### src/rtl/branch_resolve_unit.sv
// Branch resolution at the EX end of the branch-hazard interface: condition decode, PC redirect
// handshake to fetch, then a fixed-length flush. Optional statistics counters under BRANCH_STATS_EN.
module branch_resolve_unit #(
    parameter int XLEN         = 32,
    parameter int FLUSH_CYCLES = 2,
    parameter int CNT_W        = 16
) (
    input  logic             clk,
    input  logic             rst_n,
    input  logic             br_valid,
    input  logic [2:0]       funct3,
    input  logic             V,
    input  logic             C,
    input  logic             N,
    input  logic             Z,
    input  logic             L,
    input  logic [XLEN-1:0]  pc_prev,
    input  logic [XLEN-1:0]  imm,
    output logic             redir_valid,
    input  logic             redir_ready,
    output logic [XLEN-1:0]  redir_pc,
    output logic             flush_n,
    output logic             stall,
    output logic             br_exc,
    output logic [CNT_W-1:0] br_cnt,
    output logic [CNT_W-1:0] taken_cnt
);

    // state    | meaning
    // IDLE     | sampling br_valid, pipeline free-running
    // REDIRECT | redir_valid high, waiting for fetch to accept redir_pc
    // FLUSH    | flush_n low for FLUSH_CYCLES cycles, upstream stalled
    typedef enum logic [1:0] {
        IDLE     = 2'b00,
        REDIRECT = 2'b01,
        FLUSH    = 2'b10
    } state_t;

    localparam int FC_W = (FLUSH_CYCLES > 1) ? $clog2(FLUSH_CYCLES) : 1;

    generate
        if (FLUSH_CYCLES < 1) begin : g_bad_flush_cycles
            $error("branch_resolve_unit: FLUSH_CYCLES must be >= 1");
        end
    endgenerate

    state_t          state;
    logic [FC_W-1:0] flush_cnt;
    logic            cond;
    logic            legal;
    logic [XLEN-1:0] target;
    logic            misaligned;
    logic            take_ok;
    logic            exc_next;
    logic            unused_c;

    // Carry is not needed by any RV32 branch condition.
    assign unused_c = C;

    always_comb begin
        cond  = 1'b0;
        legal = 1'b1;
        case (funct3)
            3'b000:  cond = Z;
            3'b001:  cond = ~Z;
            3'b100:  cond = N ^ V;
            3'b101:  cond = ~(N ^ V);
            3'b110:  cond = L;
            3'b111:  cond = ~L;
            default: legal = 1'b0;
        endcase
    end

    assign target     = pc_prev + imm;
    assign misaligned = (target[1:0] != 2'b00);
    assign take_ok    = br_valid && legal && cond && !misaligned;
    assign exc_next   = br_valid && (!legal || (cond && misaligned));

    always_ff @(posedge clk or negedge rst_n) begin
        if (!rst_n) begin
            state       <= IDLE;
            flush_cnt   <= '0;
            redir_valid <= 1'b0;
            redir_pc    <= '0;
            flush_n     <= 1'b1;
            stall       <= 1'b0;
            br_exc      <= 1'b0;
        end else begin
            br_exc <= 1'b0;
            case (state)
                IDLE: begin
                    if (take_ok) begin
                        state       <= REDIRECT;
                        redir_pc    <= target;
                        redir_valid <= 1'b1;
                        stall       <= 1'b1;
                    end else if (exc_next) begin
                        br_exc <= 1'b1;
                    end
                end
                REDIRECT: begin
                    if (redir_ready) begin
                        state       <= FLUSH;
                        flush_cnt   <= FC_W'(FLUSH_CYCLES - 1);
                        redir_valid <= 1'b0;
                        flush_n     <= 1'b0;
                    end
                end
                FLUSH: begin
                    if (flush_cnt == '0) begin
                        state   <= IDLE;
                        flush_n <= 1'b1;
                        stall   <= 1'b0;
                    end else begin
                        flush_cnt <= flush_cnt - 1'b1;
                    end
                end
                default: begin
                    state       <= IDLE;
                    redir_valid <= 1'b0;
                    flush_n     <= 1'b1;
                    stall       <= 1'b0;
                end
            endcase
        end
    end

`ifdef BRANCH_STATS_EN
    logic [CNT_W-1:0] br_cnt_q;
    logic [CNT_W-1:0] taken_cnt_q;

    always_ff @(posedge clk or negedge rst_n) begin
        if (!rst_n) begin
            br_cnt_q    <= '0;
            taken_cnt_q <= '0;
        end else begin
            if (state == IDLE && br_valid && legal)
                br_cnt_q <= br_cnt_q + 1'b1;
            if (state == REDIRECT && redir_ready)
                taken_cnt_q <= taken_cnt_q + 1'b1;
        end
    end

    assign br_cnt    = br_cnt_q;
    assign taken_cnt = taken_cnt_q;
`else
    assign br_cnt    = '0;
    assign taken_cnt = '0;
`endif

endmodule

### config.mk
export PLATFORM = sky130hd
export DESIGN_NAME = branch_resolve_unit
export DESIGN_NICKNAME = d
export VERILOG_FILES = /design/src/rtl/branch_resolve_unit.sv
export SDC_FILE = /design/constraint.sdc
export NUM_CORES = 1
export LEC_CHECK = 0
export BUFFER_PORTS_ARGS = -buffer_cell sky130_fd_sc_hd__clkbuf_2
export CORE_MARGIN = 2
export CORE_UTILIZATION = 45
export CTS_BUF_LIST = sky130_fd_sc_hd__clkbuf_8
export DETAILED_ROUTE_END_ITERATION = 8
export GPL_ROUTABILITY_DRIVEN = 1
export PLACE_DENSITY = 0.75
export SYNTH_ARGS = -nofsm -noshare
export SYNTH_HDL_FRONTEND = slang
export SYNTH_SLANG_ARGS = --single-unit
### constraint.sdc
create_clock -name clk -period 3.77 [get_ports clk]
set_clock_uncertainty 0.15 [all_clocks]
set_input_delay 0.377 -clock clk [delete_from_list [all_inputs] [get_ports clk]]
set_output_delay 0.377 -clock clk [all_outputs]
set_load 0.01 [all_outputs]
==> run metrics <==
fmax=341 MHz; Finish-stage setup viols=0; WL final=8920 um; number of CTS-inserted buffers=5; CP Max Fanout=3; outcome=finished clean; Seq pwr share=39.0%; FF-to-FF Start=state[0]$_DFFE_PN0P_; via count=3551; Main synth FF type=dfrtp_1; most frequent cells in the layout=clkbuf_2, nand2_1, o21ai_0; reg-to-reg endpoint=redir_pc[19]$_DFFE_PN0P_; setup TNS=0 ps; Final Cycle Share=77.8%; GR Util met3=2.74%; Slew HR=33.0%; root buf cell=clkbuf_8; final slew viol count=0; pwr/cell area=430 mW/mm^2; Remaining Overflow, GRT=0; row count=32; fin area=0.00417 mm^2; max incr delay on CP=640 ps; post-CTS sizing=0; placed instance count=634; Final nets=647; Hold Path Class=input port to asynchronous set/reset pin; Peak supply drop=0.000237 V; CTS Sinks=39; die area=0.00873 mm^2; initial antenna violation count=0; Final GP Congestion=0.880; Die Wd=93.5 um; WS Path Type=input port to flop; # hold bufs at CTS=0; via/cell ratio=5.53; async set-or-reset flop fraction in the synthesized netlist=100%; Synth Warn #=0; setup slack, reg-to-reg=1530 ps; number of diodes=0; Worst Path Buf+Inv=1; H-tree level count=2; FF+latch count, synth=39; fraction of layout cells with a size suffix above 1=23.7%; Crit-path slowest cell=o41ai_1; DR iter-0 viols=102; leakage power=0.00214 uW; Final Hold Viols=0; FF-to-FF path depth=6; DIE HEIGHT=93.5 um; wire length per cell=13.9 um; GR Layer Usage met1=26.5%; IO Count=144; post-detail-place hpwl=7180 um; Sw Share=40.6%; Critical Path Start Type=input port; Most Crowded Layer GR=met2; Final Util=54.0%; vias in the first global route=3198; clk buf depth=2; register area share after synthesis=27.1%; min Tclk post-route=2930 ps; Finished Layout Cells=642; worst slew pin tran=1010 ps; Mean Syn Cell Area=8.17 um^2; met2 Use GR=35.1%; starting density of the core=46.6%; P&R area growth vs syn=15.8%; Tot GR Track Use=20.1%; RSZ-0062 raised after global routing=no; Distinct cells, synth=54; Logic pwr share=45.8%; Int Power=1070 uW; first-pass GRT wire length=14500 um; EDFF count, synth=0; Filler Cell Count=747; CTS tree=done; most common cell after layout, fill and taps aside=clkbuf_2; DRT Pass-1 Iters=4; Synth Cell Area=0.00360 mm^2; cell count after synthesis=441; Max-Cap Viols=0; critical path cell sequence=clkbuf_2, ha_1, fa_1, a21o_1, a31oi_1, nor3_1, o41ai_1, o41a_1, mux2i_1, nand2_1; Critical Path AT=2960 ps; crit path capture type=flop; total power=1790 uW; residual DRC count=0; Sw Pwr=727 uW; largest net degree at the start of global routing=40; Core Region=0.00773 mm^2; Routed Antenna Nets=0; Critical Path RT=3800 ps; Clock transition at path regs=80 ps; Area after DPL=0.00409 mm^2; Setup Fix Bufs, Post-CTS=0; clock power share=15.2%; clk_lat worst skew=290 ps; IO buf count=110; crit-path leading delay family=compound AO/OA/AOI/OAI gates
[area by class of cell]
type | count | area (um^2) | share of cell area [%]
clock buffers | 5 | 68.8 | 1.65
repair buffers | 112 | 566 | 13.6
multi-input cells | 369 | 2370 | 56.9
flip-flops and latches | 39 | 977 | 23.4
well taps | 102 | 128 | 3.06
inverters | 12 | 45.0 | 1.08
clock inverters | 3 | 12.5 | 0.300
[kinds of logic (layout without fill, tap and decap cells)]
group,after synthesis,after routing,synth area share [%]
adders and majority gates,32,32,11.3
other,1,32,0.104
xor gates and xnor gates,23,23,5.59
buffers and inverters,64,132,10.2
and+or+nand+nor,127,127,17.1
DFF,39,39,27.1
AOI/OAI and AO/OA,152,152,27.7
muxes,3,3,0.869
[registers in the layout (all words and copies together), names as in the netlist]
name	flops
state	2
flush_n	1
flush_cnt	1
br_exc	1
redir_pc	32
stall	1
redir_valid	1
[worst register-to-register path, stage by stage (launching register included)]
cell and delay (ps):
dfrtp_1 460, nor3b_1 470, nand2_2 260, buf_4 290, nor4b_1 300, o21a_1 180
a211o_1 80
[Yosys cell counts (4+ instances only)]
library cell / number / area share (%)
a21oi_1: 33 / 4.6
dfrtp_1: 38 / 26
o21ai_0: 41 / 5.7
xnor2_1: 12 / 2.9
clkbuf_1: 19 / 2.0
or4_1: 4 / 0.83
nand3_1: 14 / 1.9
nor2_1: 16 / 1.7
or3_1: 6 / 1.0
o211ai_1: 7 / 1.5
xor2_1: 11 / 2.7
or2_2: 6 / 1.0
nor3_1: 5 / 0.69
inv_1: 12 / 1.3
nor3b_1: 6 / 1.3
and2_1: 4 / 0.69
nand2_1: 53 / 5.5
a211oi_1: 7 / 1.5
o21a_1: 4 / 0.83
a21o_1: 18 / 3.8
nand4_1: 4 / 0.69
buf_4: 32 / 6.7
a211o_1: 9 / 2.2
a31oi_1: 5 / 0.87
ha_1: 31 / 11
[stage by stage]
stage                     hold slack [ps]  worst slack, ps
after detailed placement              323              564
after CTS                             127              861
final                                94.3              839
after global placement                314              586
after floorplan                     -68.6             1090
after global routing                  173              717
[power groups by stage]
stage                     Sequential, uW  Clock [uW]  Combinational (uW)
after detailed placement             708           0                 822
after global placement               702           0                 801
after CTS                            701         283                 826
after global routing                 723         299                 921
final                                699         273                 821
after floorplan                      766           0                 448
[worst max path at each step]
| stage | slack, ps | to | start | cells after the start |
|---|---|---|---|---|
| 6_report | 840 | redir_pc[24]$_DFFE_PN0P_ | pc_prev[0] | 10 |
| 5_1_grt | 720 | redir_pc[24]$_DFFE_PN0P_ | pc_prev[0] | 10 |
| 4_1_cts | 860 | redir_pc[24]$_DFFE_PN0P_ | pc_prev[0] | 10 |
| 3_5_place_dp | 560 | redir_pc[24]$_DFFE_PN0P_ | pc_prev[0] | 10 |
| 3_3_place_gp | 590 | redir_pc[24]$_DFFE_PN0P_ | pc_prev[0] | 10 |
| 2_1_floorplan | 1090 | redir_pc[24]$_DFFE_PN0P_ | pc_prev[0] | 9 |
[layer usage]
metal | part of all wire, % | wire, um | vias up
li1 | - | - | 1751
met1 | 43 | 3850 | 1670
met2 | 50 | 4450 | 121
met3 | 6.0 | 537 | 9
met4 | 0.84 | 75 | 0
met5 | 0 | 0 | -
(Power assumes the default switching activity.)
